<file path="config.mk">
export PLATFORM = sky130hd
export DESIGN_NAME = multi_button_debouncer
export DESIGN_NICKNAME = d
export VERILOG_FILES = /design/src/rtl/multi_button_debouncer.sv
export SDC_FILE = /design/constraint.sdc
export NUM_CORES = 1
export LEC_CHECK = 0
export ABC_AREA = 1
export CAP_MARGIN = 10
export CORE_UTILIZATION = 35
export CTS_CLUSTER_SIZE = 25
export DETAILED_ROUTE_END_ITERATION = 6
export SETUP_SLACK_MARGIN = 0.1
export SYNTH_ARGS = -nofsm -noshare
export SYNTH_HDL_FRONTEND = slang
export SYNTH_SLANG_ARGS = --single-unit
</file>
<file path="constraint.sdc">
create_clock -name clk -period 1.9 [get_ports clk]
set_input_delay 0.38 -clock clk [delete_from_list [all_inputs] [get_ports clk]]
set_output_delay 0.38 -clock clk [all_outputs]
set_load 0.02 [all_outputs]
</file>
<file path="src/rtl/multi_button_debouncer.sv">
// N-channel key debouncer: 2-flop sync, polarity normalise, debounce counter, press/long/release FSM.
// Latency: clean pin edge -> btn_level and pulse after 2+DEBOUNCE_CYCLES cycles; all outputs registered.
// Backpressure: none; free-running pulse outputs. Optional auto-repeat in HELD via `define AUTO_REPEAT_EN.
module multi_button_debouncer #(
    parameter int NUM_BUTTONS       = 4,
    parameter int DEBOUNCE_CYCLES   = 500000,
    parameter int LONG_PRESS_CYCLES = 50000000,
    parameter int REPEAT_CYCLES     = 10000000,
    parameter int ACTIVE_LOW        = 1,
    parameter int CNT_W             = 26
) (
    input  logic                   clk,
    input  logic                   reset,
    input  logic [NUM_BUTTONS-1:0] btn_in,
    output logic [NUM_BUTTONS-1:0] btn_level,
    output logic [NUM_BUTTONS-1:0] press_pulse,
    output logic [NUM_BUTTONS-1:0] release_pulse,
    output logic [NUM_BUTTONS-1:0] long_pulse
);

    // Pin level that means "not pressed"; also the XOR mask that makes 1 = pressed.
    localparam logic             REL_LVL   = (ACTIVE_LOW != 0);
    localparam logic [CNT_W-1:0] DEB_LAST  = CNT_W'(DEBOUNCE_CYCLES - 1);
    localparam logic [CNT_W-1:0] LONG_LAST = CNT_W'(LONG_PRESS_CYCLES - 1);
`ifdef AUTO_REPEAT_EN
    localparam logic [CNT_W-1:0] REP_LAST  = CNT_W'(REPEAT_CYCLES - 1);
`endif

    // Configuration sanity: counters must never need to wrap.
    if (DEBOUNCE_CYCLES < 2) begin : g_bad_debounce
        $error("DEBOUNCE_CYCLES must be at least 2");
    end
    if (LONG_PRESS_CYCLES <= DEBOUNCE_CYCLES) begin : g_bad_long
        $error("LONG_PRESS_CYCLES must exceed DEBOUNCE_CYCLES");
    end
    if (REPEAT_CYCLES < 2) begin : g_bad_repeat
        $error("REPEAT_CYCLES must be at least 2");
    end
    if ((longint'(1) << CNT_W) <= longint'(LONG_PRESS_CYCLES) ||
        (longint'(1) << CNT_W) <= longint'(REPEAT_CYCLES)) begin : g_bad_cnt_w
        $error("CNT_W too narrow for the configured cycle counts");
    end

    typedef enum logic [1:0] {
        IDLE    = 2'd0,
        PRESSED = 2'd1,
        HELD    = 2'd2
    } state_e;

    logic [NUM_BUTTONS-1:0] sync1_q;
    logic [NUM_BUTTONS-1:0] sync2_q;

    // Two-flop synchroniser; reset parks it at the released pin level so no false edge appears.
    always_ff @(posedge clk) begin
        if (reset) begin
            sync1_q <= {NUM_BUTTONS{REL_LVL}};
            sync2_q <= {NUM_BUTTONS{REL_LVL}};
        end else begin
            sync1_q <= btn_in;
            sync2_q <= sync1_q;
        end
    end

    for (genvar i = 0; i < NUM_BUTTONS; i++) begin : g_ch
        logic             s;
        logic             stable_q;
        logic             stable_d;
        logic [CNT_W-1:0] deb_cnt_q;
        logic [CNT_W-1:0] deb_cnt_d;
        logic             deb_done;
        logic             acc_press;
        logic             acc_release;
        state_e           state_q;
        logic [CNT_W-1:0] hold_cnt_q;
        logic             press_q;
        logic             release_q;
        logic             long_q;

        assign s           = sync2_q[i] ^ REL_LVL;
        assign deb_done    = (s != stable_q) && (deb_cnt_q == DEB_LAST);
        assign acc_press   = deb_done && s;
        assign acc_release = deb_done && !s;

        // Debounce next state: count while input disagrees, any agreement restarts the count.
        always_comb begin
            stable_d  = stable_q;
            deb_cnt_d = '0;
            if (s != stable_q) begin
                if (deb_done) begin
                    stable_d  = s;
                    deb_cnt_d = '0;
                end else begin
                    deb_cnt_d = deb_cnt_q + CNT_W'(1);
                end
            end
        end

        // Debounce state registers.
        always_ff @(posedge clk) begin
            if (reset) begin
                stable_q  <= 1'b0;
                deb_cnt_q <= '0;
            end else begin
                stable_q  <= stable_d;
                deb_cnt_q <= deb_cnt_d;
            end
        end

        // Press FSM with registered one-cycle pulses; release outranks long/repeat.
        always_ff @(posedge clk) begin
            press_q   <= 1'b0;
            release_q <= 1'b0;
            long_q    <= 1'b0;
            if (reset) begin
                state_q    <= IDLE;
                hold_cnt_q <= '0;
            end else begin
                case (state_q)
                    IDLE: begin
                        hold_cnt_q <= '0;
                        if (acc_press) begin
                            state_q <= PRESSED;
                            press_q <= 1'b1;
                        end
                    end
                    PRESSED: begin
                        if (acc_release) begin
                            state_q    <= IDLE;
                            release_q  <= 1'b1;
                            hold_cnt_q <= '0;
                        end else if (hold_cnt_q == LONG_LAST) begin
                            state_q    <= HELD;
                            long_q     <= 1'b1;
                            hold_cnt_q <= '0;
                        end else begin
                            hold_cnt_q <= hold_cnt_q + CNT_W'(1);
                        end
                    end
                    HELD: begin
                        if (acc_release) begin
                            state_q    <= IDLE;
                            release_q  <= 1'b1;
                            hold_cnt_q <= '0;
                        end
`ifdef AUTO_REPEAT_EN
                        else if (hold_cnt_q == REP_LAST) begin
                            press_q    <= 1'b1;
                            hold_cnt_q <= '0;
                        end else begin
                            hold_cnt_q <= hold_cnt_q + CNT_W'(1);
                        end
`endif
                    end
                    default: begin
                        state_q    <= IDLE;
                        hold_cnt_q <= '0;
                    end
                endcase
            end
        end

        assign btn_level[i]     = stable_q;
        assign press_pulse[i]   = press_q;
        assign release_pulse[i] = release_q;
        assign long_pulse[i]    = long_q;
    end

endmodule

</file>
Yosys cells after proc, flatten, opt, wreduce, memory -nomap -nowiden
Cells that the tools add are included.
Storage, ports and cells
  register bits: 240
  input bits: 6
  output and inout port bits: 16
Cells by class
  $add $sub $neg: 8
  equality and inequality tests: 32
  muxes and demuxes: 48
  bitwise operators: 20
  reductions and logical operators: 44
Operator list (count)
  $mux W26: 12
  $add A26 B1 Y26 const B: 8
  $pmux W26 S2: 4
  $eq A26 B19 Y1 const B: 4
  $eq A26 B26 Y1 const B: 4
  $mux W2: 16
  $pmux W2 S3: 4
  $reduce_or A2 Y1: 12
  $reduce_or A3 Y1: 8
  $not A1 Y1: 20
  $ne A2 B2 Y1 const B: 8
  $logic_and A1 B1 Y1: 12
  $mux W1: 12
  $ne A3 B3 Y1 const B: 4
  $reduce_and A3 Y1: 4
  $eq A2 B1 Y1 const B: 4
  $eq A2 B2 Y1 const B: 4
  $logic_not A2 Y1: 4
  $reduce_and A2 Y1: 4
  $ne A1 B1 Y1: 4

Depth between registers and ports, before layout
  depth after elaboration: 6
  mapped depth: 14

Least setup slack after synthesis
OpenSTA, ideal clock, no wires.
  kind: flip-flop to flip-flop
  start: register g_ch[1].deb_cnt_q[0]
  end: register g_ch[1].state_q[0]
  arrival time: 1.642 ns
  required time: 1.785 ns
  path slack: 0.143 ns
  stages on the path, launching flop included: 13
  path buffers: 1
  clock period less this slack: 1.757 ns
  path through: dfxtp_1 -> ha_1 -> nand2_1 -> nor2_2 -> nand3_1 -> nor2_1 -> nand3_2 -> nand3_1 -> nand2_2 -> nand2_1 -> buf_4 -> nand2_1 -> and2_1
On the way
  word-level cells in the longest chain between the ends: 5
RTL lines
  from (decl): RTL line 68  | logic [CNT_W-1:0] deb_cnt_q;
  from (signal assigned): RTL line 105  | deb_cnt_q <= deb_cnt_d;
  $eq A26 B19 Y1 (*): RTL line 80  | assign deb_done = (s != stable_q) && (deb_cnt_q == DEB_LAST);
  $logic_and A1 B1 Y1 (*): RTL line 80
  $logic_and A1 B1 Y1, on equally long branches: RTL line 82, 81
  $ne A3 B3 Y1 (no source line), or another cell as far along
  $reduce_and A3 Y1 (no source line) / $pmux W2 S3 (equally long branches)
  to (signal assigned): RTL line 115  | state_q <= IDLE;
  to (signal assigned): RTL line 122  | state_q <= PRESSED;
  to (signal assigned): RTL line 128  | state_q <= IDLE;
  to (decl): RTL line 73  | state_e state_q;
Every way passes the cells marked *; elsewhere a longest branch is shown, timed or not.
A chain may end at the register's enable or synchronous reset.

Worst setup path in the final report
  start: register g_ch[0].deb_cnt_q[1]
  end: register g_ch[0].hold_cnt_q[7]
On the way
  word-level cells in the longest chain between the ends: 5
RTL lines
  from (decl): RTL line 68
  from (signal assigned): RTL line 105
  $eq A26 B19 Y1 (*): RTL line 80
  $logic_and A1 B1 Y1 (*): RTL line 80
  $logic_and A1 B1 Y1 (*): RTL line 82  | assign acc_release = deb_done && !s;
  $mux W26: RTL line 127  | if (acc_release) begin
  $pmux W26 S2: RTL line 118  | case (state_q)
  to (signal assigned): RTL line 136  | hold_cnt_q <= hold_cnt_q + CNT_W'(1);
  to (decl): RTL line 74  | logic [CNT_W-1:0] hold_cnt_q;
Marked as above.

==> impl_metrics.yaml <==
status:
  status: "finished clean"
global_route:
  grt.total_usage: 0.1626
  grt_pass1_wl_mm: 53.84
  grt_pass1_vias: 11950
  grt_antenna_before_repair: 0
  grt_max_degree: 34
  gr-total-overflow: 0
critical_path:
  arrival_ps: 2230
  slowest_stage: "dfxtp_2"
  rr_worst_depth: 13
  cp_cell_sequence: "ha_4 -> nand2_4 -> nor2_4 -> nand3_2 -> nor2_4 -> nand3_4 -> buf_6 -> nand3_4 -> nand2_2 -> nand2_2 -> buf_12 -> clkbuf_16 -> nor2_1"
  path_max_fanout: 8
  cp-start-kind: "flip-flop"
  max_stage_delay_ps: 360
  cp-end-kind: "flip-flop"
  cp.required_ps: 2330
  critPathKind: "reg -> reg"
placement:
  gp_congestion: 0.8827
  postPlaceCellArea_um2: 14420
  place_ws_ps: -79.21
  dp_hpwl_mm: 22.29
  io_buffers: 21
cts:
  cts_tree: "done"
  cts_inserted_buffers: 28
  ctsHoldBuffers: 0
  htreeDepth: 1
  root_buffer: "clkbuf_16"
  ctsLongestPathBuffers: 3
  cts.sinks: 240
  clk_latency_ps: 540
  clk_pin_slew_ps: 60
min_path:
  holdPathStages: 2
  hp-class: "in -> reg"
sta:
  period_minus_slack_ps: 1796
  timing.fmax_mhz: 556.8
  finalWorstSetupSlack_ps: 103.9
  worst_pin_slew_ps: 455.6
  period_share: 0.9453
  rsz0062_at_grt: "true"
  hold_violations: 0
  slew_headroom: 0.6935
  fin_skew_ps: 11.95
  maxSlewViolCount: 0
  final-setup-viol-count: 0
  tns_ps: 0
final_layout:
  area_growth_pct: 26.64
  nets: 2169
  final_common_cell: "nand2_1"
  n_antenna_cell: 0
  final_cell_mix: "439 x nand2_1, 317 x nor2_1, 249 x inv_1"
  fin_area_um2: 16620
  drive_gt1_frac: 0.1825
logic_synthesis:
  syn_avg_cell_area_um2: 6.538
  ys_types: 41
  ys_warn_count: 0
  synthMuxAreaShare: 0
  synth-xor-area-share: 0.04672
  ys_seq_area_frac: 0.3662
  yosys.area_share.simple: 0.4193
  synth-compound-area-share: 0.04672
  synth-seq-cells: 240
  synthAdderAreaFrac: 0.01907
  mappedNetlistArea_um2: 13120
  synth_top_family_by_area: "simple AND/OR/NAND/NOR gates"
  syn-instance-count: 2007
  syn_nets: 2033
pwr:
  ir_drop_mv: 0.6896
  finalPower_mw: 10.99
  p_per_area_nw_per_um2: 661.5
  p_leak_nw: 6.213
job:
  maxCapViolations: 0
floorplan:
  rows: 70
  core_area_um2: 36790
  start_util: 0.3567
  ios: 22
  die_x_um: 195.6
  die_height_um: 195.6
  dieArea_um2: 38270
routing:
  dr.pass1.iters: 5
  vias: 12640
  avgRoutedWirePerCell_um: 12.19
  drc: 0
  drt_iter0_drc: 606
  routed_wl_mm: 32.08
  drtAntennaViolNets: 0
  vias_per_cell: 4.801
[where the power goes]
part | total, mW | leakage (nW) | internal, mW | switching [mW]
Clock | 5.70 | 0.493 | 3.50 | 2.20
Combinational | 0.235 | 3.78 | 0.105 | 0.130
Sequential | 5.06 | 1.94 | 5.05 | 0.0126
Total | 11.0 | 6.21 | 8.65 | 2.34
[per-stage QoR]
| stage | util | cells | hold WS [ps] |
|---|---|---|---|
| after floorplan | - | 2007 | 389.5 |
| after global placement | 0.3921 | 2542 | 392.3 |
| after CTS | 0.4264 | 2611 | 361.7 |
| final | 0.4517 | 2632 | 392.1 |
| after detailed placement | 0.3921 | 2542 | 395.6 |
| after global routing | 0.4517 | 2632 | 370.5 |
[flip-flops by register name (all words and copies together), names as in the netlist]
register	cells
g_ch.deb_cnt_q	104
g_ch.hold_cnt_q	104
g_ch.long_q	4
g_ch.press_q	4
g_ch.release_q	4
g_ch.stable_q	4
g_ch.state_q	8
sync1_q	4
sync2_q	4
[worst max-delay path: cells and delay by family, from the launching register on]
| family | cells | cell delay, ps |
|---|---|---|
| AND/OR/NAND/NOR | 9 | 720 |
| flip-flops | 1 | 360 |
| buffers and inverters | 3 | 440 |
| adder cells (fa/ha/maj) | 1 | 150 |
[timing repair]
item                       4_1_cts  5_1_grt
setup buffers                   17       16
setup endpoints to repair      123      155
cloned                           1        5
resized for setup               51      198
pin swaps                        9       54
hold endpoints to repair         0        0
[synth_stat cells]
library cell	count	area share
nand2_1	472	0.14
nor2_1	359	0.10
inv_1	258	0.074
dfxtp_1	240	0.37
nand3_1	136	0.052
nor3_1	107	0.041
a21oi_1	74	0.028
nand4_1	71	0.034
xor2_1	60	0.040
o21ai_0	25	0.0095
buf_4	23	0.013
ha_1	20	0.019
nor2_2	18	0.0086
nor3b_1	18	0.010
nor4_1	15	0.0072
or2_2	14	0.0067
buf_2	11	0.0042
xnor2_1	10	0.0067
clkbuf_1	9	0.0026
nand3b_1	9	0.0051
inv_2	8	0.0023
buf_6	7	0.0060
nand2_2	7	0.0033
nand3_2	7	0.0053
a211oi_1	4	0.0023
or2_0	4	0.0019
and3_1	3	0.0014
o21a_1	3	0.0017
a31oi_1	2	0.00095
nand2_4	2	0.0017
a21boi_0	1	0.00057
a21o_1	1	0.00057
a22oi_1	1	0.00057
and2_1	1	0.00048
nand3_4	1	0.0013
nor2_4	1	0.00086
nor3_2	1	0.00076
o211a_1	1	0.00076
o21ai_1	1	0.00038
o21bai_1	1	0.00057
o31ai_1	1	0.00057
[layer usage]
metal | routed length, um | track usage
met3 | 1093 | 0.02228
met1 | 15190 | 0.2143
met5 | 0 | 0
met4 | 638 | 0.03645
met2 | 15150 | 0.2803
[path summary, 6_finish.rpt]
check,start,slack (ps),end
max,g_ch[0].deb_cnt_q[1],100,g_ch[0].hold_cnt_q[7]
min,btn_in[1],390,sync1_q[1]
max reg2reg,g_ch[0].deb_cnt_q[1],100,g_ch[0].hold_cnt_q[7]
min reg2reg,sync1_q[0],410,sync2_q[0]
[area by class of cell]
type,instances,area (um^2)
multi-input combinational,1451,7682
sequential,240,4836
timing repair buffer,156,1521
fill,3712,20170
clock inverter,17,193.9
clock buffer,34,794.5
inverter,266,1003
tap,468,585.6
[logic make-up (layout without fill, tap and decap cells)]
kind of cell | after synthesis | after routing
flops | 240 | 240
compound gates | 115 | 115
xor+xnor | 70 | 70
simple gates | 1246 | 1246
fa+ha+maj | 20 | 20
buf+inv | 316 | 473
Note: power is estimated with default switching activity, not from simulation.
